===== config.mk =====
export PLATFORM = sky130hd
export DESIGN_NAME = cmd_arbiter
export DESIGN_NICKNAME = d
export VERILOG_FILES = /design/src/rtl/cmd_arbiter.sv
export SDC_FILE = /design/constraint.sdc
export NUM_CORES = 1
export LEC_CHECK = 0
export ABC_CLOCK_PERIOD_IN_PS = 5100
export CAP_MARGIN = 20
export CORE_MARGIN = 3
export CORE_UTILIZATION = 30
export CTS_BUF_LIST = sky130_fd_sc_hd__clkbuf_2
export CTS_CLUSTER_SIZE = 30
export DETAILED_ROUTE_END_ITERATION = 6
export GPL_ROUTABILITY_DRIVEN = 0
export MAX_ROUTING_LAYER = met4
export PLACE_DENSITY_LB_ADDON = 0.05
export SLEW_MARGIN = 20
export SYNTH_ARGS = -nofsm -noshare
export SYNTH_HDL_FRONTEND = slang
export SYNTH_SLANG_ARGS = --single-unit
export TNS_END_PERCENT = 20

===== constraint.sdc =====
create_clock -name clk -period 5.1 [get_ports clk]
set_input_delay 1.02 -clock clk [delete_from_list [all_inputs] [get_ports clk]]
set_output_delay 1.02 -clock clk [all_outputs]
set_load 0.01 [all_outputs]

===== src/rtl/cmd_arbiter.sv =====
// Arbitrates the single cmd_proc command port between the buffered UART host and the tour sequencer.
// Runs the cmd_rdy/clr/send_resp handshake, builds the A5/5A/EE response and aborts stalled commands.
module cmd_arbiter #(
  parameter int UQ_DEPTH = 4,
  parameter int TMO_CYC  = 2**24
) (
  input  logic        clk,
  input  logic        rst,
  input  logic [15:0] uart_cmd,
  input  logic        uart_cmd_rdy,
  output logic        uart_clr_cmd_rdy,
  input  logic [15:0] tour_cmd,
  input  logic        tour_cmd_rdy,
  input  logic        tour_last,
  output logic        tour_clr_cmd_rdy,
  output logic        tour_send_resp,
  output logic        tour_abort,
  output logic        tour_busy,
  output logic [15:0] proc_cmd,
  output logic        proc_cmd_rdy,
  input  logic        proc_clr_cmd_rdy,
  input  logic        proc_send_resp,
  output logic [7:0]  resp,
  output logic        resp_vld
);

  localparam int PW = $clog2(UQ_DEPTH);
  localparam int CW = PW + 1;
  localparam int WW = $clog2(TMO_CYC);
  localparam logic [WW-1:0] WD_MAX   = WW'(TMO_CYC - 1);
  localparam logic [7:0]    RESP_OK  = 8'hA5;
  localparam logic [7:0]    RESP_MID = 8'h5A;
  localparam logic [7:0]    RESP_TMO = 8'hEE;

  typedef enum logic [1:0] {IDLE, ISSUE, BUSY, RESP} state_t;

  state_t        state_q, state_d;
  logic [15:0]   mem_q [UQ_DEPTH];
  logic [15:0]   mem_d [UQ_DEPTH];
  logic [PW-1:0] wr_ptr_q, wr_ptr_d, rd_ptr_q, rd_ptr_d;
  logic [CW-1:0] count_q, count_d;
  logic          uart_clr_q, uart_clr_d;
  logic [15:0]   cmd_q, cmd_d;
  logic          src_tour_q, src_tour_d;
  logic          last_q, last_d;
  logic          tour_busy_q, tour_busy_d;
  logic [WW-1:0] wd_q, wd_d;
  logic [7:0]    resp_code_q, resp_code_d;
  logic          timeout_q, timeout_d;
  logic          full, empty, push, pop, tour_grant;

  // The registered clr blocks a second push while the UART still holds its request.
  always_comb begin
    full       = (count_q == CW'(UQ_DEPTH));
    empty      = (count_q == '0);
    push       = uart_cmd_rdy && !full && !uart_clr_q;
    uart_clr_d = push;
    mem_d      = mem_q;
    if (push) mem_d[wr_ptr_q] = uart_cmd;
    wr_ptr_d   = wr_ptr_q + PW'(push);
    rd_ptr_d   = rd_ptr_q + PW'(pop);
    count_d    = count_q + CW'(push) - CW'(pop);
  end

  always_comb begin
    state_d     = state_q;
    cmd_d       = cmd_q;
    src_tour_d  = src_tour_q;
    last_d      = last_q;
    tour_busy_d = tour_busy_q;
    wd_d        = wd_q;
    resp_code_d = resp_code_q;
    timeout_d   = timeout_q;
    pop         = 1'b0;
    tour_grant  = 1'b0;
    case (state_q)
      IDLE: begin
        // A tour in progress locks out the UART even between tour moves.
        if (!rst && tour_cmd_rdy) begin
          tour_grant  = 1'b1;
          cmd_d       = tour_cmd;
          src_tour_d  = 1'b1;
          last_d      = tour_last;
          tour_busy_d = 1'b1;
          state_d     = ISSUE;
        end else if (!rst && !tour_busy_q && !empty) begin
          pop        = 1'b1;
          cmd_d      = mem_q[rd_ptr_q];
          src_tour_d = 1'b0;
          last_d     = 1'b0;
          state_d    = ISSUE;
        end
      end
      ISSUE: begin
        if (proc_clr_cmd_rdy) begin
          wd_d    = '0;
          state_d = BUSY;
        end
      end
      BUSY: begin
        if (proc_send_resp) begin
          resp_code_d = (!src_tour_q || last_q) ? RESP_OK : RESP_MID;
          timeout_d   = 1'b0;
          state_d     = RESP;
        end else if (wd_q == WD_MAX) begin
          resp_code_d = RESP_TMO;
          timeout_d   = 1'b1;
          state_d     = RESP;
        end else begin
          wd_d = wd_q + 1'b1;
        end
      end
      RESP: begin
        if (src_tour_q && (last_q || timeout_q)) tour_busy_d = 1'b0;
        state_d = IDLE;
      end
      default: state_d = IDLE;
    endcase
  end

  always_comb begin
    uart_clr_cmd_rdy = uart_clr_q;
    tour_clr_cmd_rdy = tour_grant;
    tour_busy        = tour_busy_q;
    proc_cmd_rdy     = (state_q == ISSUE);
    proc_cmd         = (state_q == ISSUE) ? cmd_q : 16'h0000;
    resp_vld         = (state_q == RESP);
    resp             = (state_q == RESP) ? resp_code_q : 8'h00;
    tour_send_resp   = (state_q == RESP) && src_tour_q;
    tour_abort       = (state_q == RESP) && src_tour_q && timeout_q;
  end

  always_ff @(posedge clk) begin
    if (rst) begin
      state_q     <= IDLE;
      mem_q       <= '{default: '0};
      wr_ptr_q    <= '0;
      rd_ptr_q    <= '0;
      count_q     <= '0;
      uart_clr_q  <= 1'b0;
      cmd_q       <= '0;
      src_tour_q  <= 1'b0;
      last_q      <= 1'b0;
      tour_busy_q <= 1'b0;
      wd_q        <= '0;
      resp_code_q <= '0;
      timeout_q   <= 1'b0;
    end else begin
      state_q     <= state_d;
      mem_q       <= mem_d;
      wr_ptr_q    <= wr_ptr_d;
      rd_ptr_q    <= rd_ptr_d;
      count_q     <= count_d;
      uart_clr_q  <= uart_clr_d;
      cmd_q       <= cmd_d;
      src_tour_q  <= src_tour_d;
      last_q      <= last_d;
      tour_busy_q <= tour_busy_d;
      wd_q        <= wd_d;
      resp_code_q <= resp_code_d;
      timeout_q   <= timeout_d;
    end
  end

endmodule


; ---- Word-level counts from Yosys, hierarchy flattened
; Index checks and enable logic that the tools add are counted.
; W data, S select, Z words.
[op_classes]
addsub = 5
magnitude_cmp = 3
n_eq_ne = 12
mux = 36
n_bitwise = 2
n_reduce_logical = 28
[op_table]
columns = op, n
row1 = $mux W16, 6
row2 = $mux W24, 3
row3 = $bwmux W64, 1
row4 = $pmux W24 S2, 1
row5 = $bmux W16 S2, 1
row6 = $demux W16 S2, 1
row7 = $mux W8, 4
row8 = $add A24 B1 Y24 const B, 1
row9 = $eq A24 B24 Y1 const B, 1
row10 = $mux W1, 12
row11 = $mux W2, 5
row12 = $logic_and A1 B1 Y1, 9
row13 = $pmux W2 S4, 1
row14 = $reduce_bool A2 Y1, 4
row15 = $ge A3 B3 Y1 const B, 2
row16 = $logic_not A1 Y1, 6
row17 = $ne A2 B2 Y1 const B, 3
row18 = $ne A3 B3 Y1 const B, 2
row19 = $not A2 Y3, 2
row20 = $reduce_and A3 Y1, 2
row21 = $add A2 B1 Y2, 2
row22 = $eq A2 B2 Y1 const B, 2
row23 = $ne A2 B1 Y1 const B, 2
row24 = $reduce_and A2 Y1, 2
row25 = other kinds (10), 11
[totals]
reg_bits = 126
input_bits = 39
out_inout_bits = 31
wordCells = 102

; ---- Depth between registers and ports, before layout
[logic_depth]
ltp_word = 7
mapped_depth = 10
mapped_depth_nobuf = 10

; ---- Worst setup path after synthesis
; Ideal clock, no wire load.
[synth_timing]
path_kind = input -> output
start = input port tour_cmd_rdy
end = output port tour_clr_cmd_rdy
t_arrival_ns = 1.967
required_time_ns = 4.080
path_slack_ns = 2.113
stages = 4
path_buffers = 2
path_cell_list = buf_2 -> buf_1 -> nand2_1 -> nor2_1
[synth_via]
elab_chain_cells = 3
[synth_lines]
columns = item, line_no
row1 = from (decl), 13  ; input logic tour_cmd_rdy,
row2 = $logic_and A1 B1 Y1, 79  ; if (!rst && tour_cmd_rdy) begin
row3 = $mux W1, 79
row4 = $mux W1, 76  ; case (state_q)
row5 = to (decl), 15  ; output logic tour_clr_cmd_rdy,
; Every way passes these cells.

; ---- Worst setup path in the final report
[layout_timing]
start = register state_q[1]
end = output port proc_cmd[13]
[layout_via]
elab_chain_cells = 2
[layout_lines]
columns = item, line_no
row1 = from (decl), 37  ; state_t state_q, state_d;
row2 = from (signal assigned), 149  ; state_q <= state_d;
row3 = $eq A2 B1 Y1, 126  ; proc_cmd = (state_q == ISSUE) ? cmd_q : 16'h0000;
row4 = $mux W16, 126
row5 = to (decl), 19  ; output logic [15:0] proc_cmd,
; Every way passes these cells.

==> flow_summary.ini <==
[run_status]
status = completed

[clocking]
cts_buffers = 17
cts_setup_buffers = 0
clock_path_buffers = 2
hold_buffers = 0
clock-root-buffer = clkbuf_2
cts-resized-gates = 0
htree_levels = 4
cts_tree = yes
clock-sinks = 122
clk_pin_slew_ps = 190
clkLatencyLatePin_ps = 660

[power]
internal-power_w = 0.001818
combPwrFrac_pct = 30.4
p_seq_share_pct = 42.5
leakage_nw = 2.590
total_power_w = 0.002729
pwr_density_cell_nw_per_um2 = 388.3
ir_drop_mv = 0.1354
netSwitchingFraction_pct = 33.38
p_sw_w = 0.0009110
clockPowerShare_pct = 27.0

[critical_path]
criticalPathCategory = reg -> out
r2r_end = wd_q[14]
required_ps = 4080
crit_slowest_cell = ha_1
cpPeakStageDelay_ps = 660
ff2ff_path_depth = 7
ff2ff_setup_slack_ps = 2320
critPathLaunchType = flip-flop
cp-end-kind = output port
arrival_ps = 2650
cp-startpoint = state_q[1]
crit_chain = inv_1 -> ha_1 -> and2_1 -> clkdlybuf4s50_1
critPathMaxFanout = 20
r2r_start = state_q[1]

[placed_design]
io_buffer_count = 69
placedCellCount = 882
dp_hpwl_mm = 10.28

[layout]
final_net_count = 689
syn2layout_area_growth_pct = 19.38
layout.cells.non_filler = 915
layout-drive-gt1-share_pct = 12.23
finalCoreUtilization_pct = 36.96

[flow_run]
maxCapViolCount = 0

[synthesis]
yosys.area_share.simple_pct = 20.21
yosysUniqueCellTypes = 67
postSynthCellCount = 584
yosys.area_share.xor_xnor_pct = 1.190
syn_nets = 632
synth_compound_area_share_pct = 10.05
ys_seq_elements = 122
yosysSeqAreaShare_pct = 41.48
synth_top_family_by_area = multiplexers
synthMuxAreaShare_pct = 20.46
synth_ff_type = dfxtp_1
synth_fa_ha_area_share_pct = 2.040
synth_edf_count = 0
syn_avg_cell_area_um2 = 10.08
ys_async_sr_fraction_pct = 0
yosys_warnings = 0
synth_area_um2 = 5888

[floorplanning]
io_pins = 70
initial_utilization_pct = 30.96
core_area_um2 = 19020
die_h_um = 146.1
core.rowCount = 50
die_w_um = 146.1
dieArea_um2 = 21340

[drt]
drt-pass1-iter-count = 4
m1WireLength_mm = 7.083
antenna_left = 0
vias = 4510
drc = 0
post_drt_wl_per_cell_um = 16.53
via_per_inst = 4.929
wl_met3_um = 541
top_layer_used = met4
initialDrtViolationCount = 225
wl_met2_mm = 7.339
wirelength_mm = 15.13

[grt]
track_usage_pct = 14.79
grt_first_pass_wirelength_mm = 24.45
gr-total-overflow = 0
first_global_vias = 4478
antenna_found_initial = 1
grt_max_degree = 66

[timing]
clock_skew_ps = 16.33
finalCritPeriodShare_pct = 71.94
report.final.slew_viol_count = 0
final_hold_viol_count = 0
fin_crit_ps = 3669
worst_slew_pin_slew_ps = 761.0
tns_ps = 0
timing.fmax_mhz = 272.6
slew-limit-headroom_pct = 49.27
grt_setup_unrepaired = false
setup_violations = 0

[min_path]
hold_path.class = reg -> reg
holdCritStartpoint = wd_q[23]
holdPathEnd = wd_q[23]
whs_path_depth = 1
power by group through the flow:
stage / Clock [W] / Sequential, W / Combinational, W
CTS: 0.000773 / 0.00116 / 0.000847
floorplan: 0 / 0.00115 / 0.000610
detailed placement: 0 / 0.00118 / 0.000844
finish: 0.000738 / 0.00116 / 0.000830
global placement: 0 / 0.00118 / 0.000834
global route: 0.000819 / 0.00118 / 0.000925
flip-flops by register name (all words and copies together) (netlist names):
| signal | cells |
|---|---|
| uart_clr_cmd_rdy | 1 |
| tour_busy | 1 |
| last_q | 1 |
| resp_code_q | 4 |
| timeout_q | 1 |
| state_q | 2 |
| rd_ptr_q | 2 |
| wr_ptr_q | 2 |
| wd_q | 24 |
| cmd_q | 16 |
| src_tour_q | 1 |
| count_q | 3 |
| mem_q | 64 |
metrics by stage:
stage                     hold WS (ps)  cell area (µm²)  setup WS, ps
after floorplan                  427.4             5888          2113
after detailed placement         456.0             6733          1477
final                            483.7             7029          1431
after CTS                        483.2             7025          1285
after global routing             518.0             7029          1125
after global placement           446.8             6733          1506
cells in the final DEF (no fill, tap or decap), types with 3 or more instances in the layout:
cell type	n
nand2_1	20
nand4_1	5
nor2b_1	3
clkinv_1	3
buf_4	9
dfxtp_1	121
nand3_1	13
nor3_1	4
o211ai_1	7
and3_1	5
clkbuf_2	18
or4_1	7
mux4_2	16
mux2i_1	81
a21oi_1	13
a31oi_1	15
bufinv_16	5
inv_1	8
clkinvlp_4	3
clkdlybuf4s50_1	68
xnor2_1	4
o21a_1	3
nand2b_1	9
ha_1	8
or3_1	3
and2_1	23
a211oi_1	17
xor2_1	4
nor4_1	3
and4_4	3
o21ai_0	5
nor2_1	96
cells in the mapped netlist, types with 2 or more instances:
cell type / instances / share of area, %
or4_1: 7 / 0.89
nand3_4: 2 / 0.59
or3_1: 3 / 0.32
o311ai_0: 2 / 0.30
xor2_1: 4 / 0.59
nand4_4: 2 / 0.72
and3_1: 5 / 0.53
and2_1: 23 / 2.4
xnor2_1: 4 / 0.59
nor2_1: 96 / 6.1
and4_1: 2 / 0.30
buf_2: 8 / 0.68
dfxtp_1: 122 / 41
mux2i_1: 81 / 14
nor4_1: 3 / 0.32
o21ai_0: 5 / 0.42
nor2_4: 2 / 0.38
o31ai_1: 2 / 0.25
ha_1: 8 / 1.7
nor3_1: 4 / 0.34
nand2_1: 20 / 1.3
o21a_1: 3 / 0.38
and4_4: 3 / 0.57
nor3b_1: 4 / 0.51
a211oi_1: 17 / 2.2
o211ai_1: 7 / 0.89
mux4_2: 16 / 6.1
clkbuf_1: 13 / 0.83
buf_6: 7 / 1.3
a31oi_1: 15 / 1.6
nor2b_1: 3 / 0.32
nand4_1: 5 / 0.53
a221o_1: 2 / 0.34
nand2b_1: 9 / 0.96
o22ai_1: 2 / 0.21
nand4b_1: 2 / 0.30
buf_4: 8 / 1.0
buf_1: 3 / 0.19
a21oi_1: 13 / 1.1
inv_1: 8 / 0.51
nand3_1: 13 / 1.1
worst max-delay path, delay by kind of cell, from the launching register on:
kind	cells	cell delay, ps
buffers and inverters	2	660
adder cells (fa/ha/maj)	1	660
flip-flops	1	380
AND/OR/NAND/NOR	1	270
routing by layer:
metal	vias to the layer above	track usage, %
met5	-	-
met4	0	4.139
met3	10	3.786
met2	78	24.21
met1	2190	18.18
li1	2232	-
how the worst max path moves through the flow:
stage / to / slack, ps
4_1_cts: proc_cmd[6] / 1280
3_3_place_gp: tour_clr_cmd_rdy / 1510
5_1_grt: proc_cmd[6] / 1120
2_1_floorplan: tour_clr_cmd_rdy / 2110
6_report: proc_cmd[13] / 1430
3_5_place_dp: tour_clr_cmd_rdy / 1480
area by class of cell:
type,count,area (µm²)
fillers,1963,11990
multi-input cells,415,3187
inverters,8,30.03
diodes,1,2.502
well taps,260,325.3
repair buffers,77,748.2
flip-flops and latches,122,2444
clock buffers,18,90.09
clock inverters,14,202.7
cells by family after synthesis:
family	count (synthesis)
buffers and inverters	47
AND/OR/NAND/NOR	218
adder cells (fa/ha/maj)	9
AO/OA/AOI/OAI	81
flip-flops	122
multiplexers	99
XOR/XNOR	8
Power figures use the tool's default switching activity.
